File: src/rtl/panel_line_arbiter.sv
// panel_line_arbiter: shares the single ledpanel control port between NREQ
// line-write requesters. Requests are granted round-robin; each granted line
// (5-bit line number, 32-bit pattern, 24-bit colour) is serialised into 32
// single-pixel panel writes with a per-pixel ctrl_done handshake and a
// HOLD_MAX-cycle abandon timer.
// Build macro PANEL_CLEAR_EN: after reset, blank all 1024 pixels before the
// first request is accepted.
module panel_line_arbiter #(
    parameter int unsigned NREQ     = 2,
    parameter int unsigned HOLD_MAX = 255
) (
    input  logic                 clk100,
    input  logic                 resetn,
    input  logic [NREQ-1:0]      req,
    input  logic [5*NREQ-1:0]    req_line,
    input  logic [32*NREQ-1:0]   req_value,
    input  logic [24*NREQ-1:0]   req_color,
    output logic [NREQ-1:0]      ack,
    output logic [NREQ-1:0]      done,
    output logic                 busy,
    output logic                 timeout,
    output logic [3:0]           ctrl_wr,
    output logic                 ctrl_rd,
    output logic [15:0]          ctrl_addr,
    output logic [31:0]          ctrl_wdat,
    input  logic                 ctrl_done
);

    localparam int unsigned GW = (NREQ > 1) ? $clog2(NREQ) : 1;
    localparam int unsigned HW = (HOLD_MAX > 1) ? $clog2(HOLD_MAX) : 1;

`ifdef PANEL_CLEAR_EN
    typedef enum logic [2:0] {IDLE, ISSUE, WAIT, FIN, CLEAR} state_t;
    localparam state_t RESET_STATE = CLEAR;
`else
    typedef enum logic [1:0] {IDLE, ISSUE, WAIT, FIN} state_t;
    localparam state_t RESET_STATE = IDLE;
`endif

    state_t          state, state_nx;
    logic [GW-1:0]   last, last_nx;
    logic [NREQ-1:0] gnt, gnt_nx;
    logic [4:0]      col, col_nx;
    logic [4:0]      line_q, line_nx;
    logic [31:0]     value_q, value_nx;
    logic [23:0]     color_q, color_nx;
    logic [HW-1:0]   hold, hold_nx;
    logic [NREQ-1:0] ack_nx, done_nx;
    logic            timeout_nx;
    logic [3:0]      ctrl_wr_nx;
    logic [15:0]     ctrl_addr_nx;
    logic [31:0]     ctrl_wdat_nx;
    logic [15:0]     pix_addr;

    logic            pick_ok;
    logic [GW-1:0]   pick;
    logic [NREQ-1:0] pick_oh;
    logic [4:0]      pick_line;
    logic [31:0]     pick_value;
    logic [23:0]     pick_color;

`ifdef PANEL_CLEAR_EN
    logic            clr_mode, clr_mode_nx;
    logic [9:0]      clr_cnt, clr_cnt_nx;
`endif

    assign busy    = (state != IDLE);
    assign ctrl_rd = 1'b0;

    // Panel byte address of pixel (col, line); the panel's x axis runs 31..0.
    assign pix_addr = (({11'd0, col} << 5) + 16'd31 - {11'd0, line_q}) << 2;

    // Round-robin pick: first active request above 'last', then wrap to the bottom.
    always_comb begin
        pick_ok    = 1'b0;
        pick       = '0;
        pick_oh    = '0;
        pick_line  = '0;
        pick_value = '0;
        pick_color = '0;
        for (int unsigned i = 0; i < NREQ; i++) begin
            if (!pick_ok && req[i] && (i > 32'(last))) begin
                pick_ok    = 1'b1;
                pick       = GW'(i);
                pick_oh[i] = 1'b1;
                pick_line  = req_line[5*i +: 5];
                pick_value = req_value[32*i +: 32];
                pick_color = req_color[24*i +: 24];
            end
        end
        for (int unsigned i = 0; i < NREQ; i++) begin
            if (!pick_ok && req[i] && (i <= 32'(last))) begin
                pick_ok    = 1'b1;
                pick       = GW'(i);
                pick_oh[i] = 1'b1;
                pick_line  = req_line[5*i +: 5];
                pick_value = req_value[32*i +: 32];
                pick_color = req_color[24*i +: 24];
            end
        end
    end

    // Next-state and next-output logic for the grant/serialise sequence.
    always_comb begin
        state_nx     = state;
        last_nx      = last;
        gnt_nx       = gnt;
        col_nx       = col;
        line_nx      = line_q;
        value_nx     = value_q;
        color_nx     = color_q;
        hold_nx      = hold;
        ack_nx       = '0;
        done_nx      = '0;
        timeout_nx   = 1'b0;
        ctrl_wr_nx   = ctrl_wr;
        ctrl_addr_nx = ctrl_addr;
        ctrl_wdat_nx = ctrl_wdat;
`ifdef PANEL_CLEAR_EN
        clr_mode_nx  = clr_mode;
        clr_cnt_nx   = clr_cnt;
`endif
        case (state)
            IDLE: begin
                if (pick_ok) begin
                    gnt_nx   = pick_oh;
                    last_nx  = pick;
                    line_nx  = pick_line;
                    value_nx = pick_value;
                    color_nx = pick_color;
                    col_nx   = '0;
                    ack_nx   = pick_oh;
                    state_nx = ISSUE;
                end
            end
            ISSUE: begin
                ctrl_wr_nx   = 4'b0111;
                ctrl_addr_nx = pix_addr;
                ctrl_wdat_nx = value_q[col] ? {8'h00, color_q} : '0;
                hold_nx      = '0;
                state_nx     = WAIT;
            end
            WAIT: begin
                // A done arriving on the final hold cycle wins over the timeout.
                if (ctrl_done || (hold == HW'(HOLD_MAX - 1))) begin
                    ctrl_wr_nx = '0;
                    timeout_nx = ~ctrl_done;
`ifdef PANEL_CLEAR_EN
                    if (clr_mode) begin
                        if (clr_cnt == 10'd1023) begin
                            clr_mode_nx = 1'b0;
                            state_nx    = IDLE;
                        end else begin
                            clr_cnt_nx = clr_cnt + 10'd1;
                            state_nx   = CLEAR;
                        end
                    end else
`endif
                    if (col == 5'd31) begin
                        state_nx = FIN;
                    end else begin
                        col_nx   = col + 5'd1;
                        state_nx = ISSUE;
                    end
                end else begin
                    hold_nx = hold + 1'b1;
                end
            end
            FIN: begin
                done_nx  = gnt;
                state_nx = IDLE;
            end
`ifdef PANEL_CLEAR_EN
            CLEAR: begin
                ctrl_wr_nx   = 4'b0111;
                ctrl_addr_nx = {4'd0, clr_cnt, 2'b00};
                ctrl_wdat_nx = '0;
                hold_nx      = '0;
                state_nx     = WAIT;
            end
`endif
            default: state_nx = IDLE;
        endcase
    end

    // State and registered outputs, synchronous active-low reset.
    always_ff @(posedge clk100) begin
        if (!resetn) begin
            state     <= RESET_STATE;
            last      <= GW'(NREQ - 1);
            gnt       <= '0;
            col       <= '0;
            line_q    <= '0;
            value_q   <= '0;
            color_q   <= '0;
            hold      <= '0;
            ack       <= '0;
            done      <= '0;
            timeout   <= 1'b0;
            ctrl_wr   <= '0;
            ctrl_addr <= '0;
            ctrl_wdat <= '0;
`ifdef PANEL_CLEAR_EN
            clr_mode  <= 1'b1;
            clr_cnt   <= '0;
`endif
        end else begin
            state     <= state_nx;
            last      <= last_nx;
            gnt       <= gnt_nx;
            col       <= col_nx;
            line_q    <= line_nx;
            value_q   <= value_nx;
            color_q   <= color_nx;
            hold      <= hold_nx;
            ack       <= ack_nx;
            done      <= done_nx;
            timeout   <= timeout_nx;
            ctrl_wr   <= ctrl_wr_nx;
            ctrl_addr <= ctrl_addr_nx;
            ctrl_wdat <= ctrl_wdat_nx;
`ifdef PANEL_CLEAR_EN
            clr_mode  <= clr_mode_nx;
            clr_cnt   <= clr_cnt_nx;
`endif
        end
    end

endmodule

File: config.mk
export PLATFORM = sky130hd
export DESIGN_NAME = panel_line_arbiter
export DESIGN_NICKNAME = d
export VERILOG_FILES = /design/src/rtl/panel_line_arbiter.sv
export SDC_FILE = /design/constraint.sdc
export NUM_CORES = 1
export LEC_CHECK = 0
export ABC_AREA = 1
export CORE_UTILIZATION = 25
export CTS_CLUSTER_DIAMETER = 150
export DETAILED_ROUTE_END_ITERATION = 10
export PLACE_DENSITY = 0.55
export SYNTH_ARGS = -nofsm -noshare
export SYNTH_HDL_FRONTEND = slang
export SYNTH_SLANG_ARGS = --single-unit
File: constraint.sdc
create_clock -name clk100 -period 2.2 [get_ports clk100]
set_input_delay 0.33 -clock clk100 [delete_from_list [all_inputs] [get_ports clk100]]
set_output_delay 0.33 -clock clk100 [all_outputs]
set_load 0.01 [all_outputs]
==> reports/metrics.yaml <==
overflow: 0
cts.sinks: 121
die_width_um: 154
synth_flop_cell: "dfxtp_1"
synth_seq_cells: 121
hold_class: "input port to flop"
p_leak_nw: 3.54
critPathArrivalTime_ns: 1.73
vias_per_cell: 4.46
power_density_mw_per_mm2: 794
hpwlAfterDp_um: 13700
fin_tns_setup_ns: 0
slew_headroom_pct: 35.0
die-area_mm2: 0.0239
wl_per_cell_um: 15.1
critPathRequiredTime_ns: 1.87
drc: 0
tritoncts: "done"
antenna_found_initial: 0
vdd_drop_max_v: 0.000510
grt_usage_pct: 16.4
initial_core_util_pct: 25.6
status: "finished, final reports clean"
htree_levels: 4
coreArea_mm2: 0.0227
end_kind: "primary output"
instances_no_fill: 1279
critPathMaxFanout: 19
path_class: "flop to primary output"
layout_common_cells: "239 x nand2_1, 172 x clkdlybuf4s50_1, 124 x nand3_1"
crit_start: "state[1]"
area_growth_pct: 44.4
finalMaxSlewViolations: 0
reg2reg_from: "col[2]"
fin_crit_sh_pct: 93.7
holdCritStartpoint: "resetn"
rr_worst_depth: 8
design_area_mm2: 0.00839
rows: 55
ys_seq_area_share_pct: 41.7
holdWs_ns: 0.412
insertion_delay_ns: 0.42
dpl_cell_area_mm2: 0.00780
vias: 5702
hold_depth: 4
layout-drive-gt1-share_pct: 7.24
max_freq_ghz: 0.485
diodes: 0
ioPinCount: 186
hold_viol: 0
yosysWarnings: 0
worst_pin_slew_ns: 0.973
cts_setup_buffers: 0
drtIter0Drc: 335
grt_pass1_vias: 5458
synth_edf_count: 0
cts_root_buf: "clkbuf_16"
mostFrequentLayoutCell: "nand2_1"
ant_nets: 0
cts_buffer_depth: 2
gp_congestion: 0.770
cts_buffers: 17
ys_async_sr_fraction_pct: 0
grt_max_degree: 54
nNetsFinal: 1124
synth_cell_type_count: 35
syn_avg_cell_area_um2: 7.07
setup_viol: 0
wirelength_um: 19300
synth_area_mm2: 0.00581
synth_cells: 822
grt_pass1_wl_um: 30000
rsz0062_at_grt: "no"
die_h_um: 154
dr.pass1.iters: 5
final.min_clock_period_ns: 2.06
dp_cells: 1249
finalClockSkew_ns: 0.00749
clkTransAtPathRegs_ns: 0.06
maxCapViolCount: 0
start_kind: "flop"
io_buffer_count: 173
[Yosys cell counts (15+ instances only)]
library cell,count,share of area (%)
a21oi_1,21,1.8
a32oi_1,16,2.4
buf_2,18,1.5
buf_4,27,3.5
dfxtp_1,121,42
inv_1,77,5.0
nand2_1,239,15
nand3_1,124,11
nor2_1,60,3.9
o21ai_0,16,1.4
o21ai_1,15,1.3
[what timing repair did]
item,in CTS,in global routing
hold buffers,0,0
setup endpoints to repair,1,1
gates resized for setup,2,1
gates cloned,0,0
pin swaps,0,0
[flip-flops by register name (all words and copies together), names as in the netlist, 5 cells and up]
name,flops
col,5
hold,8
color_q,24
ctrl_wdat,24
value_q,32
line_q,5
ctrl_addr,12
[worst paths after layout]
path	to	slack, ns
worst max-delay path	busy	0.14
worst min-delay path	color_q[3]	0.41
worst max register to register	col[4]	0.33
worst min register to register	done[1]	0.45
[routing by layer]
metal,vias to the layer above,track usage [%],wire length (µm)
met1,2571,23.0,9700
met3,22,3.89,979
met2,158,24.0,8210
met5,-,0,0
met4,0,6.27,374
li1,2951,-,-
[cell type report]
type	instances	area, µm²
fill	2406	14300
multi-input combinational	565	2760
sequential	121	2420
timing repair buffer	194	1950
clock buffer	22	464
tap	285	357
inverter	84	318
clock inverter	8	121
[cell families after synthesis]
kind of cell	after synthesis	share of synthesized area, %
adders and majority gates	14	3.01
xor gates and xnor gates	5	0.753
DFF	121	41.7
AOI/OAI and AO/OA	95	10.4
other	1	0.0645
and+or+nand+nor	439	32.3
buffers and inverters	147	11.8
[worst max-delay path, cell delays in order, from the launching register on]
cell and delay, ns:
dfxtp_2 0.37, nor2_4 0.18, buf_6 0.22, inv_1 0.06, clkdlybuf4s50_1 0.47
[where the power goes]
| part | switching, mW | internal (mW) | leakage, nW |
|---|---|---|---|
| registers | 0.106 | 2.37 | 0.991 |
| clock network | 1.01 | 1.82 | 0.286 |
| logic | 0.760 | 0.591 | 2.26 |
[metrics by stage]
stage | utilization, % | setup slack, ns | power (mW)
after floorplan | - | 0.566 | 3.27
after global placement | 34.4 | 0.0651 | 3.87
after detailed placement | 34.4 | 0.0421 | 3.87
after CTS | 36.9 | 0.0394 | 6.72
after global routing | 37.0 | 0.0617 | 6.98
final | 37.0 | 0.138 | 6.66
No activity file was read; power rests on OpenSTA's default activity.
